--- config.mk ---
export PLATFORM = sky130hd
export DESIGN_NAME = booth_mul_arbiter
export DESIGN_NICKNAME = d
export VERILOG_FILES = /design/src/rtl/booth_mul_arbiter.sv
export SDC_FILE = /design/constraint.sdc
export NUM_CORES = 1
export LEC_CHECK = 0
export ABC_AREA = 1
export CAP_MARGIN = 40
export CORE_UTILIZATION = 40
export CTS_CLUSTER_SIZE = 20
export DETAILED_ROUTE_END_ITERATION = 12
export PLACE_DENSITY = 0.74
export REMOVE_ABC_BUFFERS = 1
export SLEW_MARGIN = 25
export SYNTH_ARGS = -nofsm -noshare
export SYNTH_HDL_FRONTEND = slang
export SYNTH_SLANG_ARGS = --single-unit
export TNS_END_PERCENT = 100
--- constraint.sdc ---
create_clock -name clk -period 10.7 [get_ports clk]
set_clock_uncertainty 0.15 [all_clocks]
set_input_delay 2.14 -clock clk [delete_from_list [all_inputs] [get_ports clk]]
set_output_delay 2.14 -clock clk [all_outputs]
set_load 0.05 [all_outputs]
--- src/rtl/booth_mul_arbiter.sv ---
// booth_mul_arbiter
//   Shares one radix-4 Booth multiplier core (8x8 -> 16, MUL_LAT cycles,
//   non-stallable) among NREQ requesters. A round-robin arbiter grants at
//   most one operation per cycle into a registered issue stage. The
//   requester id travels down a tag shift register timed to the core, and
//   each product is steered back to its owner.
//
// Ports
//   clk, rst             clock, synchronous active-high reset
//   req_valid/req_ready  per-requester handshake (req_ready is one-hot or 0)
//   req_a, req_b         packed operands, requester i at [8i+7:8i]
//   req_sm               packed sign modes, requester i at [2i+1:2i]
//                        (bit1 = A signed, bit0 = B signed)
//   mul_v_in, mul_a,
//   mul_b, mul_sm        registered issue stage towards the core
//   mul_p, mul_v_out     product and its valid from the core
//   rsp_valid, rsp_p     registered one-hot result strobe and product
//   err_orphan           sticky: product/tag mismatch seen since reset
//
// Build option
//   BOOTH_ARB_CREDIT_EN  adds per-requester outstanding-operation counters;
//                        a requester holding CREDITS operations is skipped.

module booth_mul_arbiter #(
  parameter int unsigned NREQ    = 4,
  parameter int unsigned MUL_LAT = 6,
  parameter int unsigned CREDITS = 2
) (
  input  logic                 clk,
  input  logic                 rst,
  input  logic [NREQ-1:0]      req_valid,
  output logic [NREQ-1:0]      req_ready,
  input  logic [8*NREQ-1:0]    req_a,
  input  logic [8*NREQ-1:0]    req_b,
  input  logic [2*NREQ-1:0]    req_sm,
  output logic                 mul_v_in,
  output logic [7:0]           mul_a,
  output logic [7:0]           mul_b,
  output logic [1:0]           mul_sm,
  input  logic [15:0]          mul_p,
  input  logic                 mul_v_out,
  output logic [NREQ-1:0]      rsp_valid,
  output logic [15:0]          rsp_p,
  output logic                 err_orphan
);

  localparam int unsigned ID_W   = (NREQ > 1) ? $clog2(NREQ) : 1;
  localparam int unsigned DROP_W = $clog2(MUL_LAT + 1);

  // Reject configurations outside the supported range at elaboration.
  if (NREQ < 2 || NREQ > 8 || MUL_LAT < 1 || CREDITS < 1) begin : g_bad_params
    $error("booth_mul_arbiter: unsupported parameter set");
  end

  typedef struct packed {
    logic            vld;
    logic [ID_W-1:0] id;
  } tag_t;

  logic [ID_W-1:0]   rr_ptr;
  logic [ID_W-1:0]   win_id;
  logic              win_found;
  logic              grant_en;
  logic              hs;
  logic [NREQ-1:0]   eligible;
  logic [7:0]        sel_a;
  logic [7:0]        sel_b;
  logic [1:0]        sel_sm;
  logic [ID_W-1:0]   issue_id;
  tag_t              tag_pipe [MUL_LAT];
  tag_t              tag_out;
  logic [NREQ-1:0]   tag_onehot;
  logic [DROP_W-1:0] drop_cnt;
  logic              drop_active;

  // ---------------------------------------------------------------------
  // Eligibility: optionally gated by outstanding-operation credits
  // ---------------------------------------------------------------------
`ifdef BOOTH_ARB_CREDIT_EN
  localparam int unsigned CNT_W = $clog2(CREDITS + 1);

  logic [CNT_W-1:0] credit_cnt [NREQ];

  // A requester that already holds CREDITS operations is skipped.
  always_comb begin
    eligible = '0;
    for (int i = 0; i < int'(NREQ); i++) begin
      eligible[i] = req_valid[i] && (credit_cnt[i] != CNT_W'(CREDITS));
    end
  end

  // +1 per accepted operation, -1 per returned result; both cancel.
  always_ff @(posedge clk) begin
    if (rst) begin
      for (int i = 0; i < int'(NREQ); i++) begin
        credit_cnt[i] <= '0;
      end
    end else begin
      for (int i = 0; i < int'(NREQ); i++) begin
        if ((req_valid[i] && req_ready[i]) && !rsp_valid[i]) begin
          credit_cnt[i] <= credit_cnt[i] + 1'b1;
        end else if (!(req_valid[i] && req_ready[i]) && rsp_valid[i]) begin
          credit_cnt[i] <= credit_cnt[i] - 1'b1;
        end
      end
    end
  end
`else
  assign eligible = req_valid;
`endif

  // ---------------------------------------------------------------------
  // Round-robin search starting at rr_ptr
  // ---------------------------------------------------------------------
  always_comb begin
    win_found = 1'b0;
    win_id    = '0;
    for (int k = 0; k < int'(NREQ); k++) begin
      for (int i = 0; i < int'(NREQ); i++) begin
        if (!win_found && eligible[i] &&
            (ID_W'((int'(rr_ptr) + k) % int'(NREQ)) == ID_W'(i))) begin
          win_found = 1'b1;
          win_id    = ID_W'(i);
        end
      end
    end
  end

  // No grants in reset or while stale products may still leave the core.
  assign grant_en = !rst && !drop_active;
  assign hs       = grant_en && win_found;

  always_comb begin
    req_ready = '0;
    for (int i = 0; i < int'(NREQ); i++) begin
      if (hs && (win_id == ID_W'(i))) begin
        req_ready[i] = 1'b1;
      end
    end
  end

  // Operand select for the winner.
  always_comb begin
    sel_a  = '0;
    sel_b  = '0;
    sel_sm = '0;
    for (int i = 0; i < int'(NREQ); i++) begin
      if (win_id == ID_W'(i)) begin
        sel_a  = req_a[8*i +: 8];
        sel_b  = req_b[8*i +: 8];
        sel_sm = req_sm[2*i +: 2];
      end
    end
  end

  // ---------------------------------------------------------------------
  // Issue stage and round-robin pointer
  // ---------------------------------------------------------------------
  always_ff @(posedge clk) begin
    if (rst) begin
      mul_v_in <= 1'b0;
      mul_a    <= '0;
      mul_b    <= '0;
      mul_sm   <= '0;
      issue_id <= '0;
      rr_ptr   <= '0;
    end else begin
      mul_v_in <= hs;
      if (hs) begin
        mul_a    <= sel_a;
        mul_b    <= sel_b;
        mul_sm   <= sel_sm;
        issue_id <= win_id;
        rr_ptr   <= (win_id == ID_W'(NREQ - 1)) ? '0 : win_id + 1'b1;
      end
    end
  end

  // ---------------------------------------------------------------------
  // Tag pipe: entry 0 samples the issue register on the same edge the core
  // samples mul_v_in, so the last entry lines up with mul_v_out.
  // ---------------------------------------------------------------------
  always_ff @(posedge clk) begin
    if (rst) begin
      for (int k = 0; k < int'(MUL_LAT); k++) begin
        tag_pipe[k] <= '0;
      end
    end else begin
      tag_pipe[0].vld <= mul_v_in;
      tag_pipe[0].id  <= issue_id;
      for (int k = 1; k < int'(MUL_LAT); k++) begin
        tag_pipe[k] <= tag_pipe[k-1];
      end
    end
  end

  assign tag_out = tag_pipe[MUL_LAT-1];

  always_comb begin
    tag_onehot = '0;
    for (int i = 0; i < int'(NREQ); i++) begin
      if (tag_out.id == ID_W'(i)) begin
        tag_onehot[i] = 1'b1;
      end
    end
  end

  // ---------------------------------------------------------------------
  // Drop window: the core has no reset, so products issued before reset
  // keep emerging for MUL_LAT cycles and must be ignored.
  // ---------------------------------------------------------------------
  always_ff @(posedge clk) begin
    if (rst) begin
      drop_cnt <= DROP_W'(MUL_LAT);
    end else if (drop_active) begin
      drop_cnt <= drop_cnt - 1'b1;
    end
  end

  assign drop_active = (drop_cnt != '0);

  // ---------------------------------------------------------------------
  // Response steering and orphan detection
  // ---------------------------------------------------------------------
  always_ff @(posedge clk) begin
    if (rst) begin
      rsp_valid  <= '0;
      rsp_p      <= '0;
      err_orphan <= 1'b0;
    end else begin
      rsp_valid <= '0;
      if (mul_v_out && tag_out.vld) begin
        rsp_valid <= tag_onehot;
        rsp_p     <= mul_p;
      end
      // Product without a tag, or tag without a product; tag is dropped.
      if (!drop_active && (mul_v_out != tag_out.vld)) begin
        err_orphan <= 1'b1;
      end
    end
  end

endmodule

==> results of run 1 <==
-- path summary, 6_finish.rpt --
check	from	endpoint	slack, ns	cells after the start
setup reg to reg	rr_ptr[1]	mul_b[3]	6.80	18
setup / recovery	req_valid[3]	req_ready[1]	2.15	14
hold reg to reg	tag_pipe[1][0]	tag_pipe[2][0]	0.24	2
hold / removal	tag_pipe[1][0]	tag_pipe[2][0]	0.24	2
-- registers in the layout, indices dropped and copies added (netlist names) --
name	count
tag_pipe	18
rsp_p	16
mul_a	8
mul_b	8
rsp_valid	4
drop_cnt	3
issue_id	2
mul_sm	2
rr_ptr	2
err_orphan	1
mul_v_in	1
-- area by class of cell --
| type | instances | area share [%] |
|---|---|---|
| multi-input cells | 315 | 31.8 |
| repair buffers | 141 | 30.0 |
| flip-flops and latches | 65 | 27.7 |
| inverters | 45 | 3.60 |
| clock buffers | 9 | 2.64 |
| well taps | 99 | 2.64 |
| clock inverters | 7 | 1.65 |
-- power by group --
part           switching (W)  total (W)  internal, W
registers         0.00000413   0.000252     0.000248
logic              0.0000727   0.000136    0.0000629
clock network      0.0000985   0.000208     0.000109
-- routing by layer --
| metal | vias to the layer above | wire length [um] |
|---|---|---|
| met5 | - | 0 |
| met4 | 0 | 229 |
| met3 | 27 | 743 |
| met2 | 170 | 3910 |
| met1 | 1430 | 3540 |
| li1 | 1701 | - |
-- worst max-delay path: cells and delay by family --
| family | cells | cell delay (ns) |
|---|---|---|
| fa+ha+maj | 1 | 0.61 |
| simple gates | 10 | 1.50 |
| buf+inv | 3 | 1.99 |
-- stage by stage --
stage,std cells,util (%),power (W),area [um^2]
finish,681,63.7,0.000596,4690
floorplan,425,-,0.000331,2960
global route,681,63.7,0.000630,4690
global placement,664,60.8,0.000390,4480
CTS,681,63.7,0.000600,4690
detailed placement,665,61.0,0.000393,4490
-- synth_stat cells --
cell,number
sky130_fd_sc_hd__clkbuf_1,15
sky130_fd_sc_hd__clkinv_1,1
sky130_fd_sc_hd__buf_8,2
sky130_fd_sc_hd__nor2_2,2
sky130_fd_sc_hd__nand2_1,93
sky130_fd_sc_hd__inv_1,43
sky130_fd_sc_hd__dfxtp_1,65
sky130_fd_sc_hd__xnor2_1,1
sky130_fd_sc_hd__o211ai_1,2
sky130_fd_sc_hd__a22o_1,1
sky130_fd_sc_hd__nor2_1,70
sky130_fd_sc_hd__nand4_2,3
sky130_fd_sc_hd__nor3_2,1
sky130_fd_sc_hd__nor3_1,7
sky130_fd_sc_hd__buf_6,2
sky130_fd_sc_hd__nand3_1,44
sky130_fd_sc_hd__buf_1,2
sky130_fd_sc_hd__a21oi_1,19
sky130_fd_sc_hd__nand2_2,2
sky130_fd_sc_hd__inv_2,1
sky130_fd_sc_hd__buf_2,1
sky130_fd_sc_hd__o21ai_0,57
sky130_fd_sc_hd__nand4_1,3
sky130_fd_sc_hd__buf_4,3
sky130_fd_sc_hd__ha_1,7
sky130_fd_sc_hd__nand2_4,1
sky130_fd_sc_hd__nand3_2,1
sky130_fd_sc_hd__nor2_4,1
-- logic make-up after synthesis --
kind of cell / synth area share, %
AOI/OAI and AO/OA: 13.0
buffers and inverters: 10.1
and+or+nand+nor: 31.9
xor gates and xnor gates: 0.282
adders and majority gates: 2.82
DFF: 41.9
==> results_tabular.tex, run 1 <==
\begin{tabular}{lr}
\hline
Metric & Value \\
\hline
\multicolumn{2}{l}{\textbf{Worst setup path}} \\
\quad Kind of critical path & input port to output pin \\
\quad CP required & around 8.4 ns \\
\quad Worst-path maximum fanout & 19 \\
\quad Crit path max-delay cell type & sky130\_fd\_sc\_hd\_\_clkdlybuf4s50\_1 \\
\quad Critical Path Max Stage Delay & between 0.8 and 0.9 ns \\
\quad Worst EP arrival & 6.26 ns \\
\quad Nature of the critical path startpoint & input port \\
\quad CP Capture Type & output pin \\
\quad Ordered list of cells on the worst path & clkdlybuf4s50\_1 > nand3\_1 > nand2\_2 > nor2\_4 > nand4\_2 > nor2\_2 > nand4\_2 > nor3\_2 > nand4\_1 > nand2\_1 > ha\_1 > clkinv\_1 > nor2\_1 > clkdlybuf4s50\_1 \\
\multicolumn{2}{l}{\textbf{Drt}} \\
\quad Number of antenna-violating nets in the routed design & 0 \\
\quad Total Wirelength & 8.42 mm \\
\quad Avg Vias per Cell & between 4 and 5 \\
\quad Number of remaining DRC errors & 0 \\
\quad Pre-Repair DR Iteration Count & 5 \\
\quad Total via count after detailed routing & between 3,000 and 4,000 \\
\quad Violation count after the first detailed-route iteration & 223 \\
\quad Per-cell routed wire length & 12.4 um \\
\multicolumn{2}{l}{\textbf{Hold path}} \\
\quad Classification of the worst-slack hold path & flop to flop \\
\multicolumn{2}{l}{\textbf{Yosys}} \\
\quad Synth top area share & approximately two fifths \\
\quad Portion of the post-synthesis area used by sequential elements & between 40\% and 50\% \\
\quad Warnings, synthesis & 0 \\
\quad Mean post-synth cell area & between 6 and 7 um\^{}2 \\
\quad Top cell type by total area after synthesis & sky130\_fd\_sc\_hd\_\_dfxtp\_1 \\
\quad Syn Inst Count & 450 \\
\quad Cell variety after synth & 28 \\
\quad Top area cells in the synthesized netlist & sky130\_fd\_sc\_hd\_\_dfxtp\_1, sky130\_fd\_sc\_hd\_\_nand2\_1, sky130\_fd\_sc\_hd\_\_o21ai\_0 \\
\quad Synthesized flop and latch total & between 60 and 70 \\
\quad Synth Cell Area & 0.00311 mm\^{}2 \\
\multicolumn{2}{l}{\textbf{STA}} \\
\quad Setup slack after layout & between 2 and 2.5 ns \\
\quad Unrepaired setup endpoints after global routing & false \\
\quad Relative max-transition margin & 53.0\% \\
\quad Period minus WS final & $\sim$8.6 ns \\
\quad Final setup violating endpoints & 0 \\
\quad Transition at the pin with the smallest max-transition slack & 0.703 ns \\
\quad Final hold vios & 0 \\
\quad Final hold slack & between 0.2 and 0.25 ns \\
\quad Maximum clock frequency & 117 MHz \\
\quad Fraction of the cycle the final worst path needs & between 70\% and 80\% \\
\quad Accumulated negative setup slack & 0 ns \\
\quad Final max-slew violation count & 0 \\
\multicolumn{2}{l}{\textbf{Cells and area}} \\
\quad Final net count & a little under 700 \\
\quad Most frequent cells in the layout & sky130\_fd\_sc\_hd\_\_clkdlybuf4s50\_1, sky130\_fd\_sc\_hd\_\_nand2\_1, sky130\_fd\_sc\_hd\_\_nor2\_1, sky130\_fd\_sc\_hd\_\_dfxtp\_1, sky130\_fd\_sc\_hd\_\_o21ai\_0 \\
\quad \# diodes & 0 \\
\quad Signed area change from the synthesized netlist to the final layout & 51.2\% \\
\quad Fill cell count & roughly 650 \\
\quad Most common library cell in the layout ignoring fill and taps & sky130\_fd\_sc\_hd\_\_clkdlybuf4s50\_1 \\
\quad Share of cells above drive strength 1 & 5.50\% \\
\quad Sequential cell area & approximately 0.0013 mm\^{}2 \\
\quad Multi-input logic area & around 0.0015 mm\^{}2 \\
\multicolumn{2}{l}{\textbf{Flow run}} \\
\quad \# Max-Cap Violations & 0 \\
\multicolumn{2}{l}{\textbf{Pwr}} \\
\quad Power density over the cells & between 100 and 150 mW/mm\^{}2 \\
\quad Static leakage & roughly 2.0 nW \\
\quad IR Drop Worst-Case VDD & about 0.000070 V \\
\multicolumn{2}{l}{\textbf{Floorplanning}} \\
\quad Full die area & $\sim$0.0081 mm\^{}2 \\
\quad Placeable core region & 0.00737 mm\^{}2 \\
\quad Floorplan die height & between 90 and 100 um \\
\quad Initial Utilization & 42.1\% \\
\quad Die Wd & 90.1 um \\
\quad Num ports & $\sim$140 \\
\quad Row count & 31 \\
\multicolumn{2}{l}{\textbf{GRT}} \\
\quad Antenna violations before repair & 0 \\
\quad Peak-usage layer in the global routing report & met2 \\
\quad First-pass GRT wire length & roughly 14 mm \\
\quad Met2 routing resource usage after global routing & 34.7\% \\
\quad Largest net degree at the start of global routing & 42 \\
\quad Vias in the first global route & around 3,100 \\
\quad Total GRT Usage & about a fifth \\
\quad Fraction of met3 tracks used by global routing & 5.92\% \\
\quad Global Route met1 Usage & around a quarter \\
\quad Sum of overflow across all layers after global routing & 0 \\
\multicolumn{2}{l}{\textbf{Run status}} \\
\quad Outcome & finished clean \\
\multicolumn{2}{l}{\textbf{Placed design}} \\
\quad Final HPWL from detailed placement & 6.25 mm \\
\quad Buffers added on ports & 138 \\
\quad Global placement routability congestion & slightly below 0.9 \\
\quad Setup slack at placement & around 2.1 ns \\
\multicolumn{2}{l}{\textbf{Clock network}} \\
\quad Insertion delay to the later sink of the worst-skew pair & roughly 0.34 ns \\
\quad Post\_cts resized & 0 \\
\quad Setup Buffers After CTS & 0 \\
\quad Clock input transition at the sequential cells of the worst setup and hold paths & roughly 0.08 ns \\
\quad Hold-fix buffers at CTS & 0 \\
\quad CTS sink count & 65 \\
\quad Clock tree from TritonCTS & yes \\
\quad CTS H-tree depth & 3 \\
\quad Cell at the root of the clock tree & sky130\_fd\_sc\_hd\_\_clkbuf\_8 \\
\quad Bufs on Longest Clock Path & 2 \\
\quad CTS Buf Count & 9 \\
\hline
\end{tabular}
Note: power is estimated with default switching activity, not from simulation.
==> run 2, diff against run 1 <==
Clock period 10.7 ns to 8.3 ns, I/O delays scaled along.
==> run 2 against run 1 <==
- critical path type unchanged
- first-iteration DRC count decreased by 33%
- register-to-register slack got worse by 2.3 ns
- combinational power is 31% higher
- die area did not move
- final area rose by 0.56%
- cell count grew 0.15%
- routed wire length grew 1.3%
- sequential power rose by 29%
- clock power rose by 44%
- sequential share of layout area is 0.15 points lower
- critical path depth unchanged
- largest cell class unchanged
- core utilization up 0.36 points
==> results_tabular.tex, run 2 (synthesis gave the netlist of run 1 again) <==
\begin{tabular}{lr}
\hline
Metric & Value \\
\hline
\multicolumn{2}{l}{\textbf{Run status}} \\
\quad Outcome & finished clean \\
\multicolumn{2}{l}{\textbf{Worst setup path}} \\
\quad Nature of the critical path startpoint & input port \\
\quad Launching point of the worst reg2reg path & rr\_ptr[1] \\
\quad Kind of critical path & input port to output pin \\
\quad Cell family with most CP delay & buffers and inverters \\
\quad Stages on the worst setup path & 14 \\
\quad CP Capture Type & output pin \\
\quad CP required & 6.49 ns \\
\quad Worst-path maximum fanout & 19 \\
\quad Ordered list of cells on the worst path & clkdlybuf4s50\_1 > nand3\_1 > nand2\_2 > nor2\_4 > nand4\_2 > nor2\_2 > nand4\_2 > nor3\_2 > o211ai\_1 > nand2\_1 > ha\_1 > inv\_1 > nor2\_1 > clkdlybuf4s50\_1 \\
\quad End of the worst register-to-register path & mul\_b[3] \\
\quad Reg2reg setup slack & roughly 4.5 ns \\
\quad Worst EP arrival & around 5.6 ns \\
\quad Cell depth of the worst flop-to-flop path & 16 \\
\quad Critical Path Max Stage Delay & slightly above 0.8 ns \\
\quad Crit path max-delay cell type & sky130\_fd\_sc\_hd\_\_clkdlybuf4s50\_1 \\
\quad Critical Path End & req\_ready[2] \\
\quad Sum of buffers and inverters on the critical path & 3 \\
\quad Worst setup startpoint & req\_valid[3] \\
\multicolumn{2}{l}{\textbf{GRT}} \\
\quad First-pass GRT wire length & about 14 mm \\
\quad Antenna violations before repair & 0 \\
\quad Largest net degree at the start of global routing & 42 \\
\quad Total GRT Usage & 21.4\% \\
\quad Vias in the first global route & between 3,000 and 4,000 \\
\quad Sum of overflow across all layers after global routing & 0 \\
\multicolumn{2}{l}{\textbf{Floorplanning}} \\
\quad Row count & 31 \\
\quad Floorplan die height & $\sim$90 um \\
\quad Placeable core region & between 0.007 and 0.008 mm\^{}2 \\
\quad Die Wd & approximately 90 um \\
\quad Full die area & slightly above 0.008 mm\^{}2 \\
\quad Initial Utilization & a little over two fifths \\
\quad Num ports & approximately 140 \\
\multicolumn{2}{l}{\textbf{Clock network}} \\
\quad Insertion delay to the later sink of the worst-skew pair & 0.34 ns \\
\quad Bufs on Longest Clock Path & 2 \\
\quad Clock input transition at the sequential cells of the worst setup and hold paths & approximately 0.08 ns \\
\quad Clock tree from TritonCTS & yes \\
\quad Post\_cts resized & 0 \\
\quad CTS Buf Count & 9 \\
\quad CTS H-tree depth & 3 \\
\quad Cell at the root of the clock tree & sky130\_fd\_sc\_hd\_\_clkbuf\_8 \\
\quad Setup Buffers After CTS & 0 \\
\quad CTS sink count & 65 \\
\quad Hold-fix buffers at CTS & 0 \\
\multicolumn{2}{l}{\textbf{Pwr}} \\
\quad IR Drop Worst-Case VDD & about 0.000077 V \\
\quad Power density over the cells & 170 mW/mm\^{}2 \\
\quad Static leakage & approximately 2.0 nW \\
\multicolumn{2}{l}{\textbf{STA}} \\
\quad Final max-slew violation count & 0 \\
\quad Relative max-transition margin & between 50 and 60\% \\
\quad Transition at the pin with the smallest max-transition slack & 0.693 ns \\
\quad Maximum clock frequency & 136 MHz \\
\quad Final hold vios & 0 \\
\quad Accumulated negative setup slack & 0 ns \\
\quad Final setup violating endpoints & 0 \\
\quad Unrepaired setup endpoints after global routing & false \\
\quad Fraction of the cycle the final worst path needs & between 80\% and 90\% \\
\quad Period minus WS final & 7.37 ns \\
\multicolumn{2}{l}{\textbf{Cells and area}} \\
\quad Largest registers in the final layout & tag\_pipe: 18 flops, rsp\_p: 16 flops \\
\quad Signed area change from the synthesized netlist to the final layout & 52.0\% \\
\quad Final net count & 680 \\
\quad Number of flip-flops under the largest register name & 18 \\
\quad Most common library cell in the layout ignoring fill and taps & sky130\_fd\_sc\_hd\_\_clkdlybuf4s50\_1 \\
\quad Share of cells above drive strength 1 & 5.66\% \\
\quad \# diodes & 0 \\
\quad Top reg by flops & tag\_pipe \\
\quad Most frequent cells in the layout & sky130\_fd\_sc\_hd\_\_clkdlybuf4s50\_1, sky130\_fd\_sc\_hd\_\_nand2\_1, sky130\_fd\_sc\_hd\_\_nor2\_1, sky130\_fd\_sc\_hd\_\_dfxtp\_1, sky130\_fd\_sc\_hd\_\_o21ai\_0 \\
\quad Fill cell count & around 620 \\
\quad Fin area & around 0.0047 mm\^{}2 \\
\multicolumn{2}{l}{\textbf{Drt}} \\
\quad Violation count after the first detailed-route iteration & around 150 \\
\quad Pre-Repair DR Iteration Count & 5 \\
\quad Per-cell routed wire length & roughly 13 um \\
\quad Number of antenna-violating nets in the routed design & 0 \\
\quad Total Wirelength & around 8.5 mm \\
\quad Number of remaining DRC errors & 0 \\
\quad Avg Vias per Cell & 4.85 \\
\quad Total via count after detailed routing & about 3,300 \\
\multicolumn{2}{l}{\textbf{Placed design}} \\
\quad Cell area after placement & 0.00450 mm\^{}2 \\
\quad Final HPWL from detailed placement & 6.36 mm \\
\quad Buffers added on ports & about 140 \\
\quad Global placement routability congestion & roughly 0.9 \\
\multicolumn{2}{l}{\textbf{Hold path}} \\
\quad Classification of the worst-slack hold path & flop to flop \\
\multicolumn{2}{l}{\textbf{Flow run}} \\
\quad \# Max-Cap Violations & 0 \\
\hline
\end{tabular}
run 2: worst reg2reg max path: stages, from the launching register on:
cell and delay (ns):
sky130_fd_sc_hd__dfxtp_1 0.52, sky130_fd_sc_hd__inv_1 0.10, sky130_fd_sc_hd__nand3_1 0.12, sky130_fd_sc_hd__nand2_2 0.08, sky130_fd_sc_hd__nor2_4 0.11, sky130_fd_sc_hd__nand4_2 0.12
sky130_fd_sc_hd__nor2_2 0.11, sky130_fd_sc_hd__nand4_2 0.12, sky130_fd_sc_hd__nor3_2 0.22, sky130_fd_sc_hd__o211ai_1 0.15, sky130_fd_sc_hd__nand2_1 0.15, sky130_fd_sc_hd__ha_1 0.62
sky130_fd_sc_hd__inv_1 0.45, sky130_fd_sc_hd__o21ai_0 0.42, sky130_fd_sc_hd__o21ai_0 0.13, sky130_fd_sc_hd__nand2_1 0.08, sky130_fd_sc_hd__nand2_1 0.04
run 2: stage by stage:
| stage | instances | hold WS (ns) | power (W) | utilization [%] | worst slack (ns) |
|---|---|---|---|---|---|
| 2_1_floorplan | 425 | 0.238 | 0.000426 | - | 2.14 |
| 3_3_place_gp | 666 | 0.241 | 0.000505 | 61.0 | 1.24 |
| 3_5_place_dp | 666 | 0.243 | 0.000508 | 61.0 | 1.03 |
| 4_1_cts | 682 | 0.254 | 0.000808 | 64.1 | 1.01 |
| 5_1_grt | 682 | 0.267 | 0.000844 | 64.1 | 0.705 |
| 6_report | 682 | 0.249 | 0.000802 | 64.1 | 0.933 |
run 2: area by class of cell:
type	count	area (um^2)	area share, %
clock buffers	9	124	2.62
clock inverters	7	100	2.12
inverters	45	169	3.58
multi-input cells	315	1490	31.6
flip-flops and latches	65	1300	27.6
well taps	99	124	2.62
repair buffers	142	1410	29.9
run 2: how the worst min path moves through the flow:
stage                         from  slack [ns]              to  depth (start not counted)
floorplan           tag_pipe[0][0]        0.24  tag_pipe[1][0]                          2
global placement    tag_pipe[4][1]        0.24  tag_pipe[5][1]                          2
detailed placement  tag_pipe[3][2]        0.24  tag_pipe[4][2]                          2
CTS                 tag_pipe[2][0]        0.25  tag_pipe[3][0]                          2
global route        tag_pipe[2][1]        0.27  tag_pipe[3][1]                          2
finish              tag_pipe[1][1]        0.25  tag_pipe[2][1]                          2
run 2: metal layers:
layer,vias up,global-route usage (%),share of wire [%]
li1,1704,-,-
met1,1413,23.8,43
met2,174,37.7,47
met3,15,7.87,9.3
met4,0,7.12,1.3
met5,-,0,0
run 2: power breakdown:
| part | internal, W | switching, W |
|---|---|---|
| Clock | 0.000172 | 0.000127 |
| Sequential | 0.000320 | 0.00000496 |
| Combinational | 0.0000819 | 0.0000958 |
| Total | 0.000574 | 0.000228 |
==> run 3, diff against run 2 <==
Settings changed: SLEW_MARGIN 25 to unset.
==> run 3 against run 2 <==
- core utilization increased by 0.068 points
- fmax increased by 0.46%
- cell count increased by 0.15%
- sequential power about the same
- combinational power about the same
- routed wire length decreased by 0.88%
- die area unchanged
- first-iteration DRC count decreased by 42%
- clock power decreased by 10%
- setup slack improved by 0.034 ns
==> results_tabular.tex, run 3 (synthesis gave the netlist of run 1 again) <==
\begin{tabular}{lr}
\hline
Metric & Value \\
\hline
\multicolumn{2}{l}{\textbf{Worst setup path}} \\
\quad Worst EP arrival & roughly 5.5 ns \\
\quad CP Capture Type & output pin \\
\quad Ordered list of cells on the worst path & clkdlybuf4s50\_1 > nand3\_1 > nand2\_2 > nor2\_4 > nand4\_2 > nor2\_2 > nand4\_2 > nor3\_2 > o211ai\_1 > nand2\_1 > ha\_1 > inv\_1 > nor2\_1 > clkdlybuf4s50\_1 \\
\quad Nature of the critical path startpoint & input port \\
\quad Kind of critical path & input port to output pin \\
\quad Cell depth of the worst flop-to-flop path & 16 \\
\quad Reg2reg setup slack & around 4.6 ns \\
\quad End of the worst register-to-register path & mul\_b[3] \\
\quad Launching point of the worst reg2reg path & rr\_ptr[1] \\
\quad Crit path max-delay cell type & sky130\_fd\_sc\_hd\_\_clkdlybuf4s50\_1 \\
\quad Cell family with most CP delay & buffers and inverters \\
\quad Stages on the worst setup path & 14 \\
\quad CP required & 6.49 ns \\
\quad Worst-path maximum fanout & 19 \\
\quad Sum of buffers and inverters on the critical path & 3 \\
\quad Worst setup startpoint & req\_valid[3] \\
\quad Critical Path Max Stage Delay & 0.82 ns \\
\quad Critical Path End & req\_ready[2] \\
\multicolumn{2}{l}{\textbf{STA}} \\
\quad Transition at the pin with the smallest max-transition slack & approximately 0.71 ns \\
\quad Final max-slew violation count & 0 \\
\quad Accumulated negative setup slack & 0 ns \\
\quad Unrepaired setup endpoints after global routing & false \\
\quad Period minus WS final & roughly 7.3 ns \\
\quad Final hold vios & 0 \\
\quad Final hold slack & between 0.2 and 0.25 ns \\
\quad Final setup violating endpoints & 0 \\
\quad Relative max-transition margin & about 52\% \\
\quad Maximum clock frequency & 136 MHz \\
\quad Fraction of the cycle the final worst path needs & $\sim$88\% \\
\multicolumn{2}{l}{\textbf{Placed design}} \\
\quad Final HPWL from detailed placement & about 6.4 mm \\
\quad Number of cells after detailed placement & approximately 670 \\
\quad Global placement routability congestion & around 0.9 \\
\quad Buffers added on ports & 138 \\
\multicolumn{2}{l}{\textbf{Floorplanning}} \\
\quad Num ports & 139 \\
\quad Row count & 31 \\
\quad Full die area & about 0.0081 mm\^{}2 \\
\quad Die Wd & between 90 and 100 um \\
\quad Placeable core region & around 0.0074 mm\^{}2 \\
\quad Floorplan die height & 90.1 um \\
\quad Initial Utilization & a little over two fifths \\
\multicolumn{2}{l}{\textbf{Cells and area}} \\
\quad Largest registers in the final layout & tag\_pipe: 18 flops, rsp\_p: 16 flops \\
\quad Number of flip-flops under the largest register name & 18 \\
\quad \# diodes & 0 \\
\quad Utilization after layout & roughly 64\% \\
\quad Non-Filler Instances & 683 \\
\quad Most common library cell in the layout ignoring fill and taps & sky130\_fd\_sc\_hd\_\_clkdlybuf4s50\_1 \\
\quad Share of cells above drive strength 1 & under 10\% \\
\quad Most frequent cells in the layout & sky130\_fd\_sc\_hd\_\_clkdlybuf4s50\_1, sky130\_fd\_sc\_hd\_\_nand2\_1, sky130\_fd\_sc\_hd\_\_nor2\_1, sky130\_fd\_sc\_hd\_\_dfxtp\_1, sky130\_fd\_sc\_hd\_\_o21ai\_0 \\
\quad Final net count & approximately 680 \\
\quad Top reg by flops & tag\_pipe \\
\quad Signed area change from the synthesized netlist to the final layout & 52.2\% \\
\multicolumn{2}{l}{\textbf{Clock network}} \\
\quad Setup Buffers After CTS & 0 \\
\quad Cell at the root of the clock tree & sky130\_fd\_sc\_hd\_\_clkbuf\_8 \\
\quad Post\_cts resized & 0 \\
\quad CTS Buf Count & 9 \\
\quad CTS sink count & between 60 and 70 \\
\quad CTS H-tree depth & 3 \\
\quad Clock input transition at the sequential cells of the worst setup and hold paths & about 0.07 ns \\
\quad Bufs on Longest Clock Path & 2 \\
\quad Insertion delay to the later sink of the worst-skew pair & between 0.3 and 0.4 ns \\
\quad Clock tree from TritonCTS & yes \\
\quad Hold-fix buffers at CTS & 0 \\
\multicolumn{2}{l}{\textbf{Pwr}} \\
\quad IR Drop Worst-Case VDD & $\sim$0.000085 V \\
\quad Power density over the cells & about 160 mW/mm\^{}2 \\
\quad Static leakage & approximately 2.0 nW \\
\multicolumn{2}{l}{\textbf{GRT}} \\
\quad Sum of overflow across all layers after global routing & 0 \\
\quad First-pass GRT wire length & $\sim$14 mm \\
\quad Total GRT Usage & between 20\% and 30\% \\
\quad Largest net degree at the start of global routing & 37 \\
\quad Antenna violations before repair & 0 \\
\quad Vias in the first global route & approximately 3,100 \\
\multicolumn{2}{l}{\textbf{Drt}} \\
\quad Number of antenna-violating nets in the routed design & 0 \\
\quad Pre-Repair DR Iteration Count & 5 \\
\quad Total Wirelength & between 8 and 9 mm \\
\quad Number of remaining DRC errors & 0 \\
\quad Per-cell routed wire length & $\sim$12 um \\
\quad Violation count after the first detailed-route iteration & 87 \\
\quad Avg Vias per Cell & slightly below 5 \\
\quad Total via count after detailed routing & about 3,300 \\
\multicolumn{2}{l}{\textbf{Run status}} \\
\quad Outcome & finished clean \\
\multicolumn{2}{l}{\textbf{Flow run}} \\
\quad \# Max-Cap Violations & 0 \\
\multicolumn{2}{l}{\textbf{Hold path}} \\
\quad Count of cells along the worst hold path & 2 \\
\quad Classification of the worst-slack hold path & flop to flop \\
\hline
\end{tabular}
[run 3: through the flow]
stage	worst slack (ns)	power [W]	cell area, um^2
after global placement	1.24	0.000505	4500
after floorplan	2.14	0.000426	2960
final	0.967	0.000771	4730
after global routing	0.779	0.000816	4730
after CTS	1.01	0.000778	4730
after detailed placement	1.03	0.000509	4520
[run 3: cell type report]
type                       count  area, um^2
tap                           99         124
sequential                    65        1300
inverter                      45         169
timing repair buffer         143        1440
fill                         648        2640
clock buffer                   9         124
clock inverter                 7        77.6
multi-input combinational    315        1490
[run 3: worst min-delay path, cell delays in order, from the launching register on]
cell	delay [ns]
sky130_fd_sc_hd__dfxtp_1	0.30
sky130_fd_sc_hd__inv_1	0.04
sky130_fd_sc_hd__nor2_1	0.03
[run 3: worst min-delay path by stage]
stage	start	end	slack, ns
final	tag_pipe[2][0]	tag_pipe[3][0]	0.25
after global routing	tag_pipe[2][0]	tag_pipe[3][0]	0.25
after CTS	tag_pipe[2][0]	tag_pipe[3][0]	0.25
after detailed placement	tag_pipe[3][2]	tag_pipe[4][2]	0.24
after global placement	tag_pipe[4][1]	tag_pipe[5][1]	0.24
after floorplan	tag_pipe[0][0]	tag_pipe[1][0]	0.24
[run 3: layer usage]
| metal | wire, um | GRT usage, % |
|---|---|---|
| met4 | 163 | 8.20 |
| met3 | 869 | 7.95 |
| met5 | 0 | 0 |
| met1 | 3530 | 23.7 |
| met2 | 3890 | 35.6 |
[run 3: power by group]
group	leakage [nW]	total (W)	switching [W]	internal (W)
logic	1.35	0.000179	0.0000958	0.0000832
registers	0.525	0.000325	0.00000491	0.000320
clock network	0.100	0.000268	0.000127	0.000141
